[config.mk]
export PLATFORM = sky130hd
export DESIGN_NAME = av_burst_master_p_flat
export DESIGN_NICKNAME = d
export VERILOG_FILES = /design/src/rtl/av_burst_master_p_if.sv /design/src/rtl/av_burst_master_p.sv /design/src/flat_wrapper.sv
export SDC_FILE = /design/constraint.sdc
export NUM_CORES = 2
export LEC_CHECK = 0
export CAP_MARGIN = 40
export CORE_AREA = 2 2 455 457
export CTS_CLUSTER_SIZE = 25
export DETAILED_ROUTE_END_ITERATION = 8
export DIE_AREA = 0 0 457 459
export PLACE_DENSITY = 0.44
export RECOVER_POWER = 25
export SLEW_MARGIN = 40
export SYNTH_ARGS = -nofsm -noshare
export SYNTH_HDL_FRONTEND = slang
export SYNTH_SLANG_ARGS = --single-unit
[constraint.sdc]
create_clock -name clk -period 107.4 [get_ports clk]
set_clock_uncertainty 0.05 [all_clocks]
set_input_delay 21.48 -clock clk [delete_from_list [all_inputs] [get_ports clk]]
set_output_delay 21.48 -clock clk [all_outputs]
set_load 0.05 [all_outputs]
[src/rtl/av_burst_master_p_if.sv]
// av_burst_master_p_if
// Bundles the two sides of the line burst master:
//   - cache side: data_* request inputs, the line to write, the assembled
//     read line, and the busy / done / error status outputs;
//   - Avalon-MM side: av_* command, data and handshake signals.
// Modports:
//   master : the burst master's own view (drives av_* commands and data_*_out)
//   slave  : the environment's view (cache requester plus Avalon slave)
// Handshake rules: a write beat transfers on a cycle with av_write high and
// av_waitrequest low; a read command transfers on av_read high with
// av_waitrequest low; read beats transfer on every cycle with
// av_readdatavalid high.
interface av_burst_master_p_if #(
    parameter int LINE_WIDTH    = 512,
    parameter int AV_DATA_WIDTH = 32,
    parameter int ADDR_WIDTH    = 32
);
    localparam int BEATS = LINE_WIDTH / AV_DATA_WIDTH;
    localparam int BC_W  = $clog2(BEATS) + 1;

    // cache side
    logic [ADDR_WIDTH-1:0]      data_address_in;
    logic                       data_read_in;
    logic                       data_write_in;
    logic [LINE_WIDTH-1:0]      data_write_value_in;
    logic [BC_W-1:0]            burstcount_in;
    logic                       data_wait_out;
    logic                       data_done_out;
    logic                       data_error_out;
    logic [LINE_WIDTH-1:0]      data_read_value_out;

    // Avalon-MM side
    logic [ADDR_WIDTH-1:0]      av_address;
    logic                       av_read;
    logic                       av_write;
    logic                       av_waitrequest;
    logic [AV_DATA_WIDTH-1:0]   av_readdata;
    logic                       av_readdatavalid;
    logic [AV_DATA_WIDTH-1:0]   av_writedata;
    logic [AV_DATA_WIDTH/8-1:0] av_byteenable;
    logic [BC_W-1:0]            av_burstcount;
    logic                       av_beginbursttransfer;

    modport master (
        input  data_address_in, data_read_in, data_write_in, data_write_value_in,
               burstcount_in, av_waitrequest, av_readdata, av_readdatavalid,
        output data_wait_out, data_done_out, data_error_out, data_read_value_out,
               av_address, av_read, av_write, av_writedata, av_byteenable,
               av_burstcount, av_beginbursttransfer
    );

    modport slave (
        output data_address_in, data_read_in, data_write_in, data_write_value_in,
               burstcount_in, av_waitrequest, av_readdata, av_readdatavalid,
        input  data_wait_out, data_done_out, data_error_out, data_read_value_out,
               av_address, av_read, av_write, av_writedata, av_byteenable,
               av_burstcount, av_beginbursttransfer
    );
endinterface

[src/rtl/av_burst_master_p.sv]
// av_burst_master_p
// Moves one cache line between the cache bus and an Avalon-MM burst slave.
// A request is latched in IDLE (write wins over read), the burst count is
// clamped to 1..BEATS, and the burst is issued one cycle later. A run of
// TIMEOUT_CYCLES cycles without progress aborts the transfer and raises
// data_error_out together with data_done_out.
// Ports:
//   clk         : clock
//   clr         : asynchronous reset, active high
//   bus         : av_burst_master_p_if.master (cache side + Avalon side)
//   o_dbg_state : current FSM state, for observation only
module av_burst_master_p #(
    parameter int LINE_WIDTH     = 512,
    parameter int AV_DATA_WIDTH  = 32,
    parameter int ADDR_WIDTH     = 32,
    parameter int TIMEOUT_CYCLES = 1024
) (
    input  logic                    clk,
    input  logic                    clr,
    av_burst_master_p_if.master     bus,
    output logic [2:0]              o_dbg_state
);
    localparam int BEATS  = LINE_WIDTH / AV_DATA_WIDTH;
    localparam int BC_W   = $clog2(BEATS) + 1;
    localparam int IDX_W  = (BEATS > 1) ? $clog2(BEATS) : 1;
    localparam int TO_W   = (TIMEOUT_CYCLES > 0) ? $clog2(TIMEOUT_CYCLES + 1) : 1;
    localparam int TO_MAX = (TIMEOUT_CYCLES > 0) ? TIMEOUT_CYCLES - 1 : 0;
    localparam logic [BC_W-1:0] BC_FULL = BC_W'(BEATS);

    typedef enum logic [2:0] {
        S_IDLE    = 3'd0,
        S_WR      = 3'd1,
        S_RD_CMD  = 3'd2,
        S_RD_DATA = 3'd3,
        S_DONE    = 3'd4
    } state_t;

    state_t                  r_state;
    logic [ADDR_WIDTH-1:0]   r_addr;
    logic [LINE_WIDTH-1:0]   r_wline;
    logic [LINE_WIDTH-1:0]   r_rline;
    logic [BC_W-1:0]         r_ebc;
    logic [BC_W-1:0]         r_cnt;
    logic [TO_W-1:0]         r_tcnt;
    logic                    r_av_read;
    logic                    r_av_write;
    logic                    r_begin;
    logic                    r_wait;
    logic                    r_done;
    logic                    r_err;

    logic [BC_W-1:0]         w_ebc;
    logic [IDX_W-1:0]        w_idx;
    logic                    w_last;
    logic                    w_timeout;

    // Zero or an oversize request means "whole line".
    always_comb begin
        w_ebc = bus.burstcount_in;
        if (bus.burstcount_in == '0 || bus.burstcount_in > BC_FULL)
            w_ebc = BC_FULL;
    end

    assign w_idx     = r_cnt[IDX_W-1:0];
    assign w_last    = (r_cnt == r_ebc - 1'b1);
    // The counter holds the number of stalled cycles already seen, so the
    // abort fires on the TIMEOUT_CYCLES-th stalled cycle.
    assign w_timeout = (TIMEOUT_CYCLES != 0) && (r_tcnt == TO_W'(TO_MAX));

    assign bus.av_address            = r_addr;
    assign bus.av_burstcount         = r_ebc;
    assign bus.av_read               = r_av_read;
    assign bus.av_write              = r_av_write;
    assign bus.av_beginbursttransfer = r_begin;
    assign bus.av_writedata          = r_wline[w_idx*AV_DATA_WIDTH +: AV_DATA_WIDTH];
    assign bus.av_byteenable         = (r_av_read || r_av_write) ? '1 : '0;
    assign bus.data_wait_out         = r_wait;
    assign bus.data_done_out         = r_done;
    assign bus.data_error_out        = r_err;
    assign bus.data_read_value_out   = r_rline;
    assign o_dbg_state               = r_state;

    always_ff @(posedge clk or posedge clr) begin
        if (clr) begin
            r_state    <= S_IDLE;
            r_addr     <= '0;
            r_wline    <= '0;
            r_rline    <= '0;
            r_ebc      <= '0;
            r_cnt      <= '0;
            r_tcnt     <= '0;
            r_av_read  <= 1'b0;
            r_av_write <= 1'b0;
            r_begin    <= 1'b0;
            r_wait     <= 1'b0;
            r_done     <= 1'b0;
            r_err      <= 1'b0;
        end else begin
            // Strobes last one cycle; the begin marker only covers the first
            // command cycle, stalled or not.
            r_begin <= 1'b0;
            r_done  <= 1'b0;
            r_err   <= 1'b0;
            case (r_state)
                S_IDLE: begin
                    if (bus.data_write_in || bus.data_read_in) begin
                        r_addr  <= bus.data_address_in;
                        r_wline <= bus.data_write_value_in;
                        r_ebc   <= w_ebc;
                        r_cnt   <= '0;
                        r_tcnt  <= '0;
                        r_wait  <= 1'b1;
                        r_begin <= 1'b1;
                        if (bus.data_write_in) begin
                            r_av_write <= 1'b1;
                            r_state    <= S_WR;
                        end else begin
                            r_rline    <= '0;
                            r_av_read  <= 1'b1;
                            r_state    <= S_RD_CMD;
                        end
                    end
                end
                S_WR: begin
                    if (!bus.av_waitrequest) begin
                        r_tcnt <= '0;
                        if (w_last) begin
                            r_av_write <= 1'b0;
                            r_wait     <= 1'b0;
                            r_done     <= 1'b1;
                            r_state    <= S_DONE;
                        end else begin
                            r_cnt <= r_cnt + 1'b1;
                        end
                    end else if (w_timeout) begin
                        r_av_write <= 1'b0;
                        r_wait     <= 1'b0;
                        r_done     <= 1'b1;
                        r_err      <= 1'b1;
                        r_state    <= S_DONE;
                    end else begin
                        r_tcnt <= r_tcnt + 1'b1;
                    end
                end
                S_RD_CMD: begin
                    if (!bus.av_waitrequest) begin
                        r_tcnt    <= '0;
                        r_av_read <= 1'b0;
                        r_state   <= S_RD_DATA;
                    end else if (w_timeout) begin
                        r_av_read <= 1'b0;
                        r_wait    <= 1'b0;
                        r_done    <= 1'b1;
                        r_err     <= 1'b1;
                        r_state   <= S_DONE;
                    end else begin
                        r_tcnt <= r_tcnt + 1'b1;
                    end
                end
                S_RD_DATA: begin
                    if (bus.av_readdatavalid) begin
                        r_tcnt <= '0;
                        r_rline[w_idx*AV_DATA_WIDTH +: AV_DATA_WIDTH] <= bus.av_readdata;
                        if (w_last) begin
                            r_wait  <= 1'b0;
                            r_done  <= 1'b1;
                            r_state <= S_DONE;
                        end else begin
                            r_cnt <= r_cnt + 1'b1;
                        end
                    end else if (w_timeout) begin
                        r_wait  <= 1'b0;
                        r_done  <= 1'b1;
                        r_err   <= 1'b1;
                        r_state <= S_DONE;
                    end else begin
                        r_tcnt <= r_tcnt + 1'b1;
                    end
                end
                S_DONE: begin
                    r_state <= S_IDLE;
                end
                default: begin
                    r_state <= S_IDLE;
                end
            endcase
        end
    end
endmodule

[src/flat_wrapper.sv]
// flat-port wrapper written by rule: the top's interface ports become plain ports
module av_burst_master_p_flat 
#(
    parameter int LINE_WIDTH     = 512,
    parameter int AV_DATA_WIDTH  = 32,
    parameter int ADDR_WIDTH     = 32,
    parameter int TIMEOUT_CYCLES = 1024
)
  (clk, clr, o_dbg_state, bus_data_address_in, bus_data_read_in, bus_data_write_in, bus_data_write_value_in, bus_burstcount_in, bus_av_waitrequest, bus_av_readdata, bus_av_readdatavalid, bus_data_wait_out, bus_data_done_out, bus_data_error_out, bus_data_read_value_out, bus_av_address, bus_av_read, bus_av_write, bus_av_writedata, bus_av_byteenable, bus_av_burstcount, bus_av_beginbursttransfer);
  av_burst_master_p_if #(.LINE_WIDTH(LINE_WIDTH), .AV_DATA_WIDTH(AV_DATA_WIDTH), .ADDR_WIDTH(ADDR_WIDTH)) bus_i ();
  input  logic clk;
  input  logic clr;
  output logic [2:0] o_dbg_state;
  input wire logic [$bits(bus_i.data_address_in)-1:0] bus_data_address_in;
  input wire logic [$bits(bus_i.data_read_in)-1:0] bus_data_read_in;
  input wire logic [$bits(bus_i.data_write_in)-1:0] bus_data_write_in;
  input wire logic [$bits(bus_i.data_write_value_in)-1:0] bus_data_write_value_in;
  input wire logic [$bits(bus_i.burstcount_in)-1:0] bus_burstcount_in;
  input wire logic [$bits(bus_i.av_waitrequest)-1:0] bus_av_waitrequest;
  input wire logic [$bits(bus_i.av_readdata)-1:0] bus_av_readdata;
  input wire logic [$bits(bus_i.av_readdatavalid)-1:0] bus_av_readdatavalid;
  output wire logic [$bits(bus_i.data_wait_out)-1:0] bus_data_wait_out;
  output wire logic [$bits(bus_i.data_done_out)-1:0] bus_data_done_out;
  output wire logic [$bits(bus_i.data_error_out)-1:0] bus_data_error_out;
  output wire logic [$bits(bus_i.data_read_value_out)-1:0] bus_data_read_value_out;
  output wire logic [$bits(bus_i.av_address)-1:0] bus_av_address;
  output wire logic [$bits(bus_i.av_read)-1:0] bus_av_read;
  output wire logic [$bits(bus_i.av_write)-1:0] bus_av_write;
  output wire logic [$bits(bus_i.av_writedata)-1:0] bus_av_writedata;
  output wire logic [$bits(bus_i.av_byteenable)-1:0] bus_av_byteenable;
  output wire logic [$bits(bus_i.av_burstcount)-1:0] bus_av_burstcount;
  output wire logic [$bits(bus_i.av_beginbursttransfer)-1:0] bus_av_beginbursttransfer;
  assign bus_i.data_address_in = bus_data_address_in;
  assign bus_i.data_read_in = bus_data_read_in;
  assign bus_i.data_write_in = bus_data_write_in;
  assign bus_i.data_write_value_in = bus_data_write_value_in;
  assign bus_i.burstcount_in = bus_burstcount_in;
  assign bus_i.av_waitrequest = bus_av_waitrequest;
  assign bus_i.av_readdata = bus_av_readdata;
  assign bus_i.av_readdatavalid = bus_av_readdatavalid;
  assign bus_data_wait_out = bus_i.data_wait_out;
  assign bus_data_done_out = bus_i.data_done_out;
  assign bus_data_error_out = bus_i.data_error_out;
  assign bus_data_read_value_out = bus_i.data_read_value_out;
  assign bus_av_address = bus_i.av_address;
  assign bus_av_read = bus_i.av_read;
  assign bus_av_write = bus_i.av_write;
  assign bus_av_writedata = bus_i.av_writedata;
  assign bus_av_byteenable = bus_i.av_byteenable;
  assign bus_av_burstcount = bus_i.av_burstcount;
  assign bus_av_beginbursttransfer = bus_i.av_beginbursttransfer;
  av_burst_master_p #(.LINE_WIDTH(LINE_WIDTH), .AV_DATA_WIDTH(AV_DATA_WIDTH), .ADDR_WIDTH(ADDR_WIDTH), .TIMEOUT_CYCLES(TIMEOUT_CYCLES)) u_core (.clk(clk), .clr(clr), .bus(bus_i), .o_dbg_state(o_dbg_state));
endmodule
Yosys cells after proc, flatten, opt, wreduce, memory -nomap -nowiden
Cells that the tools add are included.
{"block": "totals", "reg_bits": 1086, "input_bits": 587, "out_inout_bits": 594}
{"block": "op_classes", "add_sub_neg": 4, "order_cmp": 1, "n_eq_ne": 14, "shifts": 3, "muxes": 52, "reduce_logical": 19}
{"operator": "$mux W512", "count": 3}
{"operator": "$pmux W512 S2", "count": 1}
{"operator": "$bwmux W512", "count": 1}
{"operator": "$shift A32 B34 Y512 const A", "count": 1}
{"operator": "$shiftx A32 B34 Y512", "count": 1}
{"operator": "$shiftx A512 B10 Y32", "count": 1}
{"operator": "$mux W11", "count": 4}
{"operator": "$neg A9 Y34", "count": 1}
{"operator": "$pmux W11 S3", "count": 1}
{"operator": "$mux W5", "count": 5}
{"operator": "$mux W1", "count": 22}
{"operator": "$mux W3", "count": 6}
{"operator": "$pmux W5 S3", "count": 1}
{"operator": "$pmux W3 S4", "count": 1}
{"operator": "$reduce_and A4 Y1", "count": 3}
{"operator": "$add A11 B1 Y11 const B", "count": 1}
{"operator": "$eq A11 B10 Y1 const B", "count": 1}
{"operator": "$ne A2 B2 Y1 const B", "count": 5}
{"operator": "$ne A3 B2 Y1 const B", "count": 3}
{"operator": "$eq A3 B2 Y1 const B", "count": 2}
{"operator": "$pmux W1 S2", "count": 3}
{"operator": "$reduce_bool A2 Y1", "count": 3}
{"operator": "$reduce_bool A3 Y1", "count": 2}
{"operator": "$add A5 B1 Y5 const B", "count": 1}
{"operator": "other kinds (17)", "count": 20}

Logic depth before layout (Yosys ltp)
{"block": "logic_depth", "word_depth": 5, "depth_mapped": 13, "depth_no_buf": 7}

Least setup slack after synthesis
Ideal clock, no wire load.
{"block": "synth_timing", "path_kind": "register -> output", "start": "reg u_core.r_cnt[0]", "end": "out bus_av_writedata[10]", "arrival_time_ns": 2.555, "t_required_ns": 85.870, "slack_ns": 83.315, "path_stages_with_launch": 8, "n_path_buf": 4, "path_cell_list": "dfrtp_1 > buf_2 > buf_2 > buf_4 > buf_2 > mux4_2 > nand2_1 > a31oi_1"}
{"block": "synth_between", "elab_chain_len": 1}
{"item": "start, declared", "line_no": "av_burst_master_p.sv:43", "source": "logic [BC_W-1:0] r_cnt;"}
{"item": "start signal, assigned", "line_no": "av_burst_master_p.sv:133", "source": "r_cnt <= r_cnt + 1'b1;"}
{"item": "start signal, assigned", "line_no": "av_burst_master_p.sv:169", "source": "r_cnt <= r_cnt + 1'b1;"}
{"item": "$shiftx A512 B10 Y32", "line_no": "av_burst_master_p.sv:75", "source": "assign bus.av_writedata = r_wline[w_idx*AV_DATA_WIDTH +: AV_DATA_WIDTH];"}
{"item": "end, declared", "line_no": "flat_wrapper.sv:29", "source": "output wire logic [$bits(bus_i.av_writedata)-1:0] bus_av_writedata;"}
Every way passes these cells.

Worst setup path after layout
{"block": "layout_timing", "start": "in bus_data_write_in", "end": "reg u_core.r_wline[325]"}
{"block": "layout_between", "elab_chain_len": 2}
{"item": "start, declared", "line_no": "flat_wrapper.sv:16", "source": "input wire logic [$bits(bus_i.data_write_in)-1:0] bus_data_write_in;"}
{"item": "$logic_or A1 B1 Y1", "line_no": "av_burst_master_p.sv:106", "source": "if (bus.data_write_in || bus.data_read_in) begin"}
{"item": "$reduce_and A2 Y1 (no line)"}
{"item": "end signal, assigned", "line_no": "av_burst_master_p.sv:108", "source": "r_wline <= bus.data_write_value_in;"}
{"item": "end, declared", "line_no": "av_burst_master_p.sv:40", "source": "logic [LINE_WIDTH-1:0] r_wline;"}
Every way passes these cells.
A chain may end at the register's enable or synchronous reset.

==> qor.csv <==
metric,value,unit
outcome,"complete, but fails checks",
failing checks,"max-capacitance violations, max-slew violations",
WS Path Type,in -> reg,
Worst path top cell family by delay,buffers and inverters,
die height,459,um
worst path arrival time,36270,ps
DRT iter0 DRCs,2906,
register area,27200,um^2
Finished Layout Cells,8118,
total CTS buffers,136,
Slew HR,-239,%
Congestion Overflow GR,0,
"most common cell after layout, fill and taps aside",nand2_1,
CP endpoint kind,register,
I/O Pins,1181,
layout cells sized above 1,8.98,%
final hold violation count,0,
Mapped Nets,4840,
fill count,21100,
starting density of the core,21.9,%
HP Class,reg -> reg,
dpl cell area,59900,um^2
fin crit period,35660,ps
vias in the first global route,38700,
ys flop type,dfrtp_1,
cells after synthesis,4244,
most frequent cells in the layout,"nand2_1, clkdlybuf4s50_1, dfrtp_1",
Longest Clk Path Bufs,3,
setup bufs post-CTS,0,
Die X,457,um
Netlist cell types,55,
Final Util,31.3,%
DP Wirelength,164,mm
"Slew Viols, Final",956,
FMAX,0.0280,GHz
clock tree sinks,1086,
Peak VDD IR,0.0236,mV
RD Place Congestion,0.832,
max_cap viols,15,
setup_tns,0,ps
number of enable flip-flop cells after synthesis,0,
detailed-route DRC error count,0,
post-DR vias/cell,4.65,
CTS tree,built,
worst-path fanout max,162,
dpl cells,7853,
Synth area leaders,"dfrtp_1, nand2_1, mux4_2",
total core area,206000,um^2
multi-input logic area,16600,um^2
worst slew pin tran,5080,ps
register clock-pin slew on the reported worst setup and hold paths,50,ps
Worst setup SP type,primary input,
leading area contributor after synthesis,dfrtp_1,
routed length per instance,27.9,um
first-pass GRT wire length,314,mm
"Period Utilization, post-route",33.2,%
RSZ-0062 raised after global routing,no,
Buffers on Ports,1180,
post-layout net count,5885,
final instance area,64400,um^2
Resized cells post-CTS,0,
Die ar.,210000,um^2
CP peak stage delay,4120,ps
Hold WS,418,ps
syn_area_per_cell,10.6,um^2
GRT Util Overall,21.1,%
Area growth syn-to-layout,42.8,%
crit-path most repeated cell,buf_4,
Routed WL,226,mm
Lkg Pwr,29.1,nW
Synth top area share,60.3,%
cell area after synthesis,45100,um^2
"flops & latches, synth",1086,
number of core rows,167,
vias,37700,
slowest CP cell,clkinvlp_2,
Synth Warn #,0,
cts-stage hold buffer count,0,
Pwr Density,26.9,nW/um^2
CP Buf/Inv Count,10,
Max H-tree Level,4,
CTS Root Cell,clkbuf_16,
sequential area share after synthesis,60.3,%
cell chain of the critical path,dlygate4sd3_1 > o21ai_0 > clkbuf_1 > clkbuf_1 > clkinvlp_2 > buf_12 > buf_4 > buf_6 > buf_4 > buf_4 > buf_4 > nand2_1 > nand2_1,
ys async rst share,100,%
clk_lat worst skew,790,ps
Worst Path Required,108010,ps
# setup viols final,0,
DRT Pass-1 Iters,6,
initial antenna violation count,64,
DRT antenna net count,0,
pin count of the biggest net entering global routing,163,
-- worst reg2reg max path, stage by stage (launching register included) --
cell and delay [ps]:
dfrtp_1 740, nor3_1 230, o21ai_0 130, clkbuf_1 3120, clkbuf_1 3140, clkinvlp_2 4190
buf_12 920, buf_4 680, buf_6 420, buf_4 490, buf_4 430, buf_4 380
nand2_1 130, nand2_1 60
-- state kept, by name, summed over array words and instances, names as in the netlist, 3 cells and up --
| register | count |
|---|---|
| u_core.r_cnt | 5 |
| u_core.o_dbg_state | 3 |
| u_core.bus.data_read_value_out | 512 |
| u_core.r_wline | 512 |
| u_core.r_tcnt | 11 |
| u_core.bus.av_address | 32 |
| u_core.bus.av_burstcount | 5 |
-- layout make-up --
class                           count  share of cell area (%)
Sequential cell                  1086                    42.2
Inverter                           17                   0.107
Clock buffer                      195                    6.18
Clock inverter                     46                   0.925
Antenna cell                       22                  0.0855
Multi-Input combinational cell   2771                    25.7
Tap cell                         2704                    5.26
Timing Repair Buffer             1277                    19.5
-- routing by layer --
metal  wire length [um]  track usage [%]
met1              84300             23.4
met5                459                0
met2             118000             38.1
met3              17400             6.80
met4               6640             6.21
-- report_power, final --
group          switching [W]  internal, W
clock network       0.000195     0.000278
registers          0.0000751     0.000520
logic               0.000438     0.000225
-- worst paths after layout --
path / startpoint / to / slack, ps / cells after the start
max: bus_data_write_in / u_core.r_wline[325]$_DFFE_PP0P_ / 71740 / 13
min: u_core.r_wline[471]$_DFFE_PP0P_ / u_core.r_wline[471]$_DFFE_PP0P_ / 420 / 2
max reg2reg: u_core.o_dbg_state[2]$_DFFE_PP0N_ / u_core.r_wline[325]$_DFFE_PP0P_ / 92150 / 13
min reg2reg: u_core.r_wline[471]$_DFFE_PP0P_ / u_core.r_wline[471]$_DFFE_PP0P_ / 420 / 2
max in group asynchronous: clr / u_core.r_wline[244]$_DFFE_PP0P_ / 74240 / 8
min in group asynchronous: clr / u_core.bus.data_read_value_out[249]$_DFFE_PP0P_ / 21700 / 2
-- cell usage after synthesis, types with 11 or more instances --
cell and instances:
nand2_1 1842, dfrtp_1 1086, a22o_1 291, clkbuf_1 267, a32o_1 177, mux4_2 128, o21ai_0 57, buf_2 55
a31oi_1 39, and3_1 36, buf_1 33, o41ai_1 33, nor2_1 27, o31ai_1 19, inv_1 15, a21oi_1 11
-- per-stage QoR --
| stage | total power [W] | worst slack, ps |
|---|---|---|
| 2_1_floorplan | 0.000976 | 55300 |
| 3_5_place_dp | 0.00128 | 79610 |
| 5_1_grt | 0.00183 | 70250 |
| 3_3_place_gp | 0.00127 | 79760 |
| 6_report | 0.00173 | 71740 |
| 4_1_cts | 0.00176 | 79560 |
-- logic make-up (layout without fill, tap and decap cells) --
| logic type | count (synthesis) | after routing | share of synthesized area, % |
|---|---|---|---|
| adders and majority gates | 9 | 9 | 0.250 |
| muxes | 132 | 132 | 6.48 |
| and+or+nand+nor | 1964 | 1964 | 16.9 |
| DFF | 1086 | 1086 | 60.3 |
| xor gates and xnor gates | 7 | 7 | 0.136 |
| buffers and inverters | 387 | 1535 | 3.56 |
| AOI/OAI and AO/OA | 659 | 659 | 12.4 |
| other | 0 | 22 | 0 |
Note: power is estimated with default switching activity, not from simulation.
